`config.mk`:
```
export PLATFORM = sky130hd
export DESIGN_NAME = instr_fetch
export DESIGN_NICKNAME = d
export VERILOG_FILES = /design/src/rtl/instr_fetch_pkg.sv /design/src/rtl/instr_fetch_pc_next.sv /design/src/rtl/instr_fetch.sv
export SDC_FILE = /design/constraint.sdc
export NUM_CORES = 1
export LEC_CHECK = 0
export CAP_MARGIN = 15
export CORE_UTILIZATION = 48
export CTS_CLUSTER_SIZE = 30
export DETAILED_ROUTE_END_ITERATION = 16
export GPL_ROUTABILITY_DRIVEN = 0
export PLACE_DENSITY = 0.9
export SLEW_MARGIN = 40
export SYNTH_ARGS = -nofsm -noshare
export SYNTH_HDL_FRONTEND = slang
export SYNTH_SLANG_ARGS = --single-unit
```
`constraint.sdc`:
```
create_clock -name clk -period 3.8 [get_ports clk]
set_input_delay 0.57 -clock clk [delete_from_list [all_inputs] [get_ports clk]]
set_output_delay 0.57 -clock clk [all_outputs]
set_load 0.1 [all_outputs]
```
`src/rtl/instr_fetch_pkg.sv`:
```
// -----------------------------------------------------------------------------
// instr_fetch_pkg
// Shared definitions for the instruction-fetch block and the control unit:
//   - FSM state encoding of instr_fetch
//   - 6-bit opcode constants (instr[31:26]) understood by the control decoder
// No ports (package).
// -----------------------------------------------------------------------------
package instr_fetch_pkg;

    typedef enum logic [2:0] {
        ST_IDLE  = 3'd0,
        ST_FETCH = 3'd1,
        ST_ISSUE = 3'd2,
        ST_HALT  = 3'd3,
        ST_ERR   = 3'd4
    } fetch_state_e;

    localparam logic [5:0] OPC_RTYPE = 6'b000000;
    localparam logic [5:0] OPC_J     = 6'b000010;
    localparam logic [5:0] OPC_ADDI  = 6'b001000;
    localparam logic [5:0] OPC_HALT  = 6'b111111;

    function automatic logic [5:0] opcode_of(input logic [31:0] word);
        return word[31:26];
    endfunction

endpackage

```
`src/rtl/instr_fetch_pc_next.sv`:
```
// -----------------------------------------------------------------------------
// pc_next
// Purely combinational next-PC generator for the fetch unit.
//   pc            in  32  address of the instruction just accepted
//   branch_taken  in  1   select the redirect target instead of pc+4
//   branch_offset in  16  signed word offset, relative to pc+4
//   next_pc       out 32  pc+4, or pc+4+(sext(branch_offset)<<2); modulo 2^32
// -----------------------------------------------------------------------------
module pc_next (
    input  logic [31:0] pc,
    input  logic        branch_taken,
    input  logic [15:0] branch_offset,
    output logic [31:0] next_pc
);

    logic signed [31:0] byte_offset;
    logic        [31:0] seq_pc;

    // Word offset sign-extended and scaled to bytes in one concatenation.
    assign byte_offset = {{14{branch_offset[15]}}, branch_offset, 2'b00};
    assign seq_pc      = pc + 32'd4;

    // 32-bit adds drop the carry, giving the required wrap-around.
    assign next_pc = branch_taken ? (seq_pc + $unsigned(byte_offset)) : seq_pc;

endmodule

```
`src/rtl/instr_fetch.sv`:
```
// -----------------------------------------------------------------------------
// instr_fetch
// Instruction fetch unit: reads one word from instruction memory, presents it
// to the control decoder with a valid/ready handshake, then advances or
// redirects the PC. A consumed halt opcode parks the unit until reset.
//
// Parameters
//   RESET_PC     first fetch address after start
//   TIMEOUT_CYC  max FETCH cycles without imem_ack (FETCH_TIMEOUT_EN only)
//
// Ports
//   clk, rst       clock, synchronous active-high reset
//   start          in   pulse: begin fetching at RESET_PC (IDLE only)
//   imem_req       out  read request (asserted in FETCH)
//   imem_addr      out  32-bit byte address, equals pc
//   imem_ack       in   read data available this cycle
//   imem_rdata     in   32-bit read data
//   instr          out  registered instruction
//   opcode         out  instr[31:26]
//   instr_valid    out  instr/opcode valid (ISSUE state)
//   instr_ready    in   decoder accepts instr this cycle
//   branch_taken   in   redirect on accept
//   branch_offset  in   signed 16-bit word offset for redirect
//   pc             out  address of the instruction being fetched or held
//   halted         out  halt opcode consumed
//   fetch_err      out  memory timeout occurred
//
// Build option
//   FETCH_TIMEOUT_EN  when defined, a FETCH that waits TIMEOUT_CYC cycles
//                     without imem_ack moves to ERR and raises fetch_err.
//                     When undefined, FETCH waits indefinitely and
//                     fetch_err is tied low.
// -----------------------------------------------------------------------------
module instr_fetch
    import instr_fetch_pkg::*;
#(
    parameter logic [31:0] RESET_PC    = 32'h0000_0000,
    parameter int          TIMEOUT_CYC = 16
) (
    input  logic        clk,
    input  logic        rst,
    input  logic        start,
    output logic        imem_req,
    output logic [31:0] imem_addr,
    input  logic        imem_ack,
    input  logic [31:0] imem_rdata,
    output logic [31:0] instr,
    output logic [5:0]  opcode,
    output logic        instr_valid,
    input  logic        instr_ready,
    input  logic        branch_taken,
    input  logic [15:0] branch_offset,
    output logic [31:0] pc,
    output logic        halted,
    output logic        fetch_err
);

    fetch_state_e state_q, state_d;
    logic [31:0]  pc_q, pc_d;
    logic [31:0]  instr_q, instr_d;
    logic [31:0]  pc_target;
    logic         accept;

    pc_next u_pc_next (
        .pc            (pc_q),
        .branch_taken  (branch_taken),
        .branch_offset (branch_offset),
        .next_pc       (pc_target)
    );

    assign accept = (state_q == ST_ISSUE) && instr_ready;

`ifdef FETCH_TIMEOUT_EN
    localparam int CNT_W = $clog2(TIMEOUT_CYC + 1);
    localparam logic [CNT_W-1:0] CNT_LAST = CNT_W'(TIMEOUT_CYC - 1);

    logic [CNT_W-1:0] cnt_q, cnt_d;

    always_ff @(posedge clk) begin
        if (rst) begin
            cnt_q <= '0;
        end else begin
            cnt_q <= cnt_d;
        end
    end
`else
    // Parameter kept in the interface for builds with the timeout enabled.
    logic unused_timeout_cyc;
    assign unused_timeout_cyc = ^TIMEOUT_CYC;
`endif

    // State, PC and instruction registers.
    always_ff @(posedge clk) begin
        if (rst) begin
            state_q <= ST_IDLE;
            pc_q    <= RESET_PC;
            instr_q <= '0;
        end else begin
            state_q <= state_d;
            pc_q    <= pc_d;
            instr_q <= instr_d;
        end
    end

    always_comb begin
        state_d = state_q;
        pc_d    = pc_q;
        instr_d = instr_q;
`ifdef FETCH_TIMEOUT_EN
        cnt_d   = cnt_q;
`endif
        unique case (state_q)
            ST_IDLE: begin
                if (start) begin
                    pc_d    = RESET_PC;
                    state_d = ST_FETCH;
`ifdef FETCH_TIMEOUT_EN
                    cnt_d   = '0;
`endif
                end
            end
            ST_FETCH: begin
                if (imem_ack) begin
                    instr_d = imem_rdata;
                    state_d = ST_ISSUE;
                end
`ifdef FETCH_TIMEOUT_EN
                // The count holds the number of ack-less cycles already
                // spent, so the last permitted cycle ends in ERR.
                else if (cnt_q == CNT_LAST) begin
                    state_d = ST_ERR;
                end else begin
                    cnt_d = cnt_q + 1'b1;
                end
`endif
            end
            ST_ISSUE: begin
                if (accept) begin
                    if (opcode_of(instr_q) == OPC_HALT) begin
                        // Halt keeps pc on the halt instruction and ignores
                        // any redirect presented alongside it.
                        state_d = ST_HALT;
                    end else begin
                        pc_d    = pc_target;
                        state_d = ST_FETCH;
`ifdef FETCH_TIMEOUT_EN
                        cnt_d   = '0;
`endif
                    end
                end
            end
            ST_HALT: begin
                state_d = ST_HALT;
            end
            ST_ERR: begin
                state_d = ST_ERR;
            end
            default: begin
                state_d = ST_IDLE;
            end
        endcase
    end

    // Handshake and status outputs are decoded directly from state.
    assign imem_req    = (state_q == ST_FETCH);
    assign instr_valid = (state_q == ST_ISSUE);
    assign halted      = (state_q == ST_HALT);
`ifdef FETCH_TIMEOUT_EN
    assign fetch_err   = (state_q == ST_ERR);
`else
    assign fetch_err   = 1'b0;
`endif

    assign imem_addr = pc_q;
    assign pc        = pc_q;
    assign instr     = instr_q;
    assign opcode    = opcode_of(instr_q);

endmodule

```
==> results of run 1 <==
==> power groups by stage <==
stage | logic, mW | registers, mW | clock network [mW]
2_1_floorplan | 0.263 | 0.868 | 0
3_3_place_gp | 0.541 | 0.737 | 0
3_5_place_dp | 0.522 | 0.737 | 0
4_1_cts | 0.524 | 0.722 | 0.714
5_1_grt | 0.556 | 0.725 | 0.744
6_report | 0.527 | 0.721 | 0.705
==> final cells by class <==
class | instances | area [um^2] | area share
Multi-Input combinational cell | 559 | 3530 | 0.544
Sequential cell | 65 | 1330 | 0.205
Timing Repair Buffer | 173 | 1170 | 0.181
Tap cell | 140 | 175 | 0.0270
Clock buffer | 12 | 155 | 0.0239
Clock inverter | 4 | 75.1 | 0.0116
Inverter | 13 | 48.8 | 0.00753
==> synthesized netlist by cell type, types with 8 or more instances <==
cell type / count / area, um^2
and3_1: 8 / 50.1
o21ai_0: 32 / 160
buf_4: 42 / 315
nand4_1: 16 / 100
a21o_1: 20 / 150
clkbuf_1: 26 / 97.6
o21ai_1: 9 / 45.0
a21oi_1: 76 / 380
nand2_1: 120 / 450
xor2_1: 21 / 184
inv_1: 13 / 48.8
nor2_1: 32 / 120
nand3_1: 21 / 105
a211oi_1: 9 / 67.6
ha_1: 35 / 438
dfxtp_1: 65 / 1300
a22oi_1: 8 / 60.1
nor3_1: 18 / 90.1
xnor2_1: 27 / 236
==> placed cells by master (no fill, tap or decap), drive strengths merged, types with 4 or more instances in the layout <==
| cell | instances |
|---|---|
| and2 | 6 |
| o21ai | 41 |
| nand4 | 17 |
| dfxtp | 65 |
| a211oi | 10 |
| clkbuf | 12 |
| a22oi | 8 |
| nor2 | 35 |
| nand3 | 21 |
| nand2 | 120 |
| a31oi | 4 |
| nor3b | 4 |
| nor3 | 19 |
| nor4 | 6 |
| a21oi | 76 |
| inv | 13 |
| nand2b | 5 |
| xnor2 | 27 |
| ha | 35 |
| o22ai | 5 |
| a21o | 20 |
| o211ai | 4 |
| buf | 121 |
| nor2b | 4 |
| and3 | 8 |
| conb | 5 |
| clkdlybuf4s50 | 52 |
| and4 | 8 |
| xor2 | 21 |
==> worst reg2reg max path, cell delays in order (launching register included) <==
cell and delay, ns:
dfxtp_2 0.40, and4_2 0.34, nor2b_1 0.32, nand3_1 0.19, xnor2_1 0.17, ha_1 0.30, o21ai_0 0.32, o211ai_1 0.16
a41oi_1 0.28, a2bb2oi_1 0.20, o31a_1 0.19, nor2_1 0.06, a211oi_1 0.23, mux2_1 0.34
==> through the flow <==
step / worst slack, ns / area (um^2)
2_1_floorplan: -0.0556 / 5350
3_3_place_gp: 0.311 / 6740
3_5_place_dp: 0.229 / 6250
4_1_cts: 0.233 / 6480
5_1_grt: 0.0230 / 6480
6_report: 0.204 / 6480
==> worst paths after layout <==
check                             startpoint            end  slack, ns  cells past startpoint
worst max register to register  imem_addr[4]  imem_addr[31]       0.20                     13
worst min-delay path               instr[10]      instr[10]       0.45                      2
worst min register to register     instr[10]      instr[10]       0.45                      2
worst max-delay path            imem_addr[4]  imem_addr[31]       0.20                     13
==> logic make-up after synthesis <==
group / synth area share
xor gates and xnor gates: 0.0793
buffers and inverters: 0.0937
other: 0.000707
DFF: 0.245
muxes: 0.00991
AOI/OAI and AO/OA: 0.245
and+or+nand+nor: 0.240
adders and majority gates: 0.0863
==> metal layers <==
| metal | GRT usage | vias to the layer above | part of all wire |
|---|---|---|---|
| met5 | 0 | - | 0 |
| met3 | 0.0675 | 39 | 0.10 |
| met2 | 0.452 | 322 | 0.46 |
| li1 | - | 2739 | - |
| met4 | 0.108 | 0 | 0.027 |
| met1 | 0.353 | 2554 | 0.41 |
==> state kept, by name, summed over array words and instances, names as in the netlist <==
signal     cells
imem_addr     30
instr         32
state_q        3
==> results.md, run 1 <==
* Vias in the first global route at 5104
* DRC at 0
* Seq pwr share at 0.369
* Port Buffers at 154
* CP peak stage delay at 0.40 ns
* EDFF count, synth at 0
* Overall routing resource usage at 0.278
* Final Cycle Share at 0.946
* Initial core utilization at 0.491
* PwrDens at 301 nW/um^2
* WL final at 15.7 mm
* Initial DRC Count at 450
* Max Cap Viol at 0
* Initial antenna violation count at 0
* Setup_tns at 0 ns
* Cts hold-fix bufs at 0
* Worst EP required at 4.05 ns
* CP Launch Type: flop
* Seq/Total Area, Yosys at 0.245
* CTS tree: yes
* RSZ-0062 raised after global routing: false
* Largest fanout on the critical path at 8
* CTS H-tree lvls at 3
* Setup bufs post-CTS at 0
* Ys flop type: dfxtp_1
* Worst hold path type: flop to flop
* Share of post-route cells with drive strength above 1 at 0.211
* Clk pwr share at 0.361
* Diodes inserted at 0
* DP Cell Count at between 900 and 1000
* Rows at 38
* First-pass GRT wire length at about 25 mm
* CP bufs+invs at 0
* Die Ht at 107 um
* Net Switching at 702 uW
* CTS root buf: clkbuf_8
* Routed Antenna Nets at 0
* Final net count at around 900
* Core Util, Final at 0.601
* Detail Placement HPWL at 12.1 mm
* Least-Margin Pin Slew at 0.728 ns
* Clk buf depth at 2
* DIE WIDTH at 107 um
* Area Growth Syn to Fin at 22.2%
* Cell Area, Synth at roughly 5300 um^2
* Status: finished, final reports clean
* Cts bufs inserted at 9
* DIE AREA at 11500 um^2
* Fraction of registers with async set or reset after synthesis at 0
* Seq cells post-synth at 65
* Maximum VDD drop at 0.000256 V
* Final hold slack at 0.450 ns
* Final Critical Period at 3.60 ns
* Gate family responsible for the most delay along the worst path: compound AO/OA/AOI/OAI gates
* Core Area at 10800 um^2
* Syn Inst Count at 709
* Grt total ovfl at 0
* Largest net degree at the start of global routing at 42
* Clock tree sinks at 65
* Synthesis Warnings at 0
* Final hold viol count at 0
* Via count at 5654
* Achievable frequency at 0.278 GHz
* CTS resizes at 0
* Crit-path cells: and4_2 -> nor2b_1 -> nand3_1 -> xnor2_1 -> ha_1 -> o21ai_0 -> o211ai_1 -> a41oi_1 -> a2bb2oi_1 -> o31a_1 -> nor2_1 -> a211oi_1 -> mux2_1
* Combinational power share at 0.270
* I/O pins at 160
* Crit end category: flop
* Worst-Skew Late Latency at between 0.3 and 0.4 ns
* Synth Area per Inst at 7.48 um^2
* Internal Power at 1.25 mW
* Count of final setup violators at 0
* DRT Pass-1 Iters at 5
* Via/cell ratio at roughly 5.9
* Net Sw Frac at 0.359
* Slowest-stage cell, CP: dfxtp_2
* CTS clk-pin slew, worst paths at about 0.080 ns
* Post-synthesis cell type count at roughly 70
* P_leak at 2.95 nW
* Fin cells at 966
* Max-slew violation count at 0
* Setup CP Type: flop to flop
* Filler instances at 983
* Crit path DAT at 3.84 ns
* Power, Total at 1.95 mW
* Routed WL per cell at 16.3 um
* Max Clock Skew at 0.0123 ns
* Relative slew slack at 0.512
No activity file was read; power rests on OpenSTA's default activity.
==> run 2, diff against run 1 <==
- CORE_ASPECT_RATIO: default -> 1.1
- GPL_ROUTABILITY_DRIVEN: 0 -> default
- clock period: 3.8 -> 3.5 ns (I/O delays scaled with it)
==> results.md, run 2 (synthesis results as in run 1) <==
* DRT Pass-1 Iters at 5 (unchanged)
* Achievable frequency at 0.300 GHz (+8.0%)
* Net Sw Frac at 0.355 (-0.00416)
* Net Switching at 817 uW (+16%)
* First-pass GRT wire length at 26.0 mm (+3.2%)
* Clk buf depth at 2 (unchanged)
* Setup bufs post-CTS at 0 (unchanged)
* Core Area at 10600 um^2 (-1.9%)
* Clock tree sinks at 65 (unchanged)
* Worst hold path type: flop to flop
* Internal Power at 1.48 mW (+18%)
* Die Ht at 112 um (+4.8%)
* Post-route setup slack at 0.170 ns (-0.0349 ns)
* Status: finished, final reports clean
* Largest net degree at the start of global routing at 33 (-21%)
* Dpl ws at 0.0996 ns (-0.129 ns)
* Share of post-route cells with drive strength above 1 at 0.244 (+0.0337)
* Overall routing resource usage at 0.290 (+0.0125)
* Routed WL per cell at 16.6 um (+2.0%)
* Final Critical Period at 3.33 ns (-0.265 ns)
* Setup CP Type: flop to flop
* Cts bufs inserted at 9 (unchanged)
* Maximum VDD drop at 0.000340 V (+33%)
* Count of final setup violators at 0 (unchanged)
* Via/cell ratio at 5.81 (-0.68%)
* Largest fanout on the critical path at 7 (-1)
* Diodes inserted at 0 (unchanged)
* CTS tree: yes
* DP Cell Count at 973 (+2.4%)
* Crit end category: flop
* Final GP Congestion at roughly 0.98
* Port Buffers at 154 (unchanged)
* Detail Placement HPWL at 12.6 mm (+3.5%)
* P_leak at 3.10 nW (+5.1%)
* Max Cap Viol at 0 (unchanged)
* Rows at 39 (+2.6%)
* Most frequent cells in the layout: nand2_1 (119), buf_2 (98), a21oi_1 (74)
* Initial antenna violation count at 0 (unchanged)
* Max Clock Skew at 0.00784 ns (-0.00445 ns)
* Fin cells at 990 (+2.5%)
* PwrDens at 340 nW/um^2 (+13%)
* Combinational power share at 0.254 (-0.016)
* DIE AREA at 11500 um^2 (about the same)
* WL final at 16.4 mm (+4.6%)
* Grt total ovfl at 0 (unchanged)
* RSZ-0062 raised after global routing: false
* Routed Antenna Nets at 0 (unchanged)
* Least-Margin Pin Slew at 0.651 ns (-0.0770 ns)
* Area Growth Syn to Fin at 27.6%
* Relative slew slack at 0.566 (+0.0540)
* Seq pwr share at 0.341 (-0.028)
* Commonest non-fill, non-tap cell in the layout: nand2_1
* CTS clk-pin slew, worst paths at 0.06 ns (-0.02 ns)
* DIE WIDTH at 102 um (-4.6%)
* CP Launch Type: flop
* Crit path DAT at 3.55 ns (-0.29 ns)
* I/O pins at 160 (unchanged)
* Final net count at 932 (+2.3%)
* Initial DRC Count at 445 (-1.1%)
* Max-slew violation count at 0 (unchanged)
* Worst-Skew Late Latency at 0.34 ns (-0.02 ns)
* Via count at 5755 (+1.8%)
* CTS H-tree lvls at 3 (unchanged)
* DRC at 0 (unchanged)
* Final Cycle Share at 0.952 (+0.00536)
* Final hold viol count at 0 (unchanged)
* Setup_tns at 0 ns (unchanged)
* Core Util, Final at 0.639 (+0.0385)
* Initial core utilization at 0.501 (+0.00946)
* Vias in the first global route at 5248 (+2.8%)
* Cts hold-fix bufs at 0 (unchanged)
* CTS resizes at 0 (unchanged)
* Largest register FFs at 32 (unchanged)
* Worst EP required at 3.72 ns (-0.33 ns)
* Clk pwr share at 0.405 (+0.044)
* CTS root buf: clkbuf_16
-- run 2: power by group through the flow --
stage,Clock [mW],Combinational [mW],Sequential (mW)
5_1_grt,0.983,0.617,0.786
4_1_cts,0.937,0.579,0.783
6_report,0.931,0.585,0.783
3_5_place_dp,0,0.576,0.799
3_3_place_gp,0,0.599,0.798
2_1_floorplan,0,0.286,0.942
-- run 2: cell type report --
cell class | instances | area (um^2)
well taps | 143 | 179
multi-input cells | 559 | 3570
clock inverters | 7 | 78.8
inverters | 13 | 48.8
clock buffers | 9 | 225
repair buffers | 194 | 1340
flip-flops and latches | 65 | 1330
fillers | 937 | 3820
-- run 2: worst paths after layout --
check	from	endpoint	slack [ns]	cells after the start
hold / removal	instr[15]	instr[15]	0.45	2
setup / recovery	imem_addr[11]	imem_addr[31]	0.17	13
setup reg to reg	imem_addr[11]	imem_addr[31]	0.17	13
hold reg to reg	instr[15]	instr[15]	0.45	2
-- run 2: metrics by stage --
| step | hold WS (ns) | total power, mW | area [um^2] |
|---|---|---|---|
| 3_3_place_gp | 0.440 | 1.40 | 6900 |
| 3_5_place_dp | 0.443 | 1.38 | 6420 |
| 6_report | 0.450 | 2.30 | 6770 |
| 2_1_floorplan | 0.522 | 1.23 | 5350 |
| 5_1_grt | 0.466 | 2.39 | 6770 |
| 4_1_cts | 0.451 | 2.30 | 6720 |
-- run 2: worst max-delay path, stage by stage (launching register included) --
cell	delay, ns
dfxtp_2	0.37
and4_4	0.28
nand4_4	0.17
or3_4	0.47
nor2_1	0.16
xor2_1	0.16
ha_1	0.31
and3_1	0.21
nand2_1	0.08
a2bb2oi_1	0.16
o31a_1	0.18
nor2_1	0.05
a211oi_1	0.25
mux2_1	0.36
-- run 2: per-layer routing --
| metal | routed length (um) | global-route usage | share of wire | vias to the layer above |
|---|---|---|---|---|
| li1 | - | - | - | 2779 |
| met1 | 6740 | 0.373 | 0.41 | 2627 |
| met2 | 7740 | 0.473 | 0.47 | 293 |
| met3 | 1380 | 0.0579 | 0.084 | 56 |
| met4 | 572 | 0.114 | 0.035 | 0 |
| met5 | 0 | 0 | 0 | - |
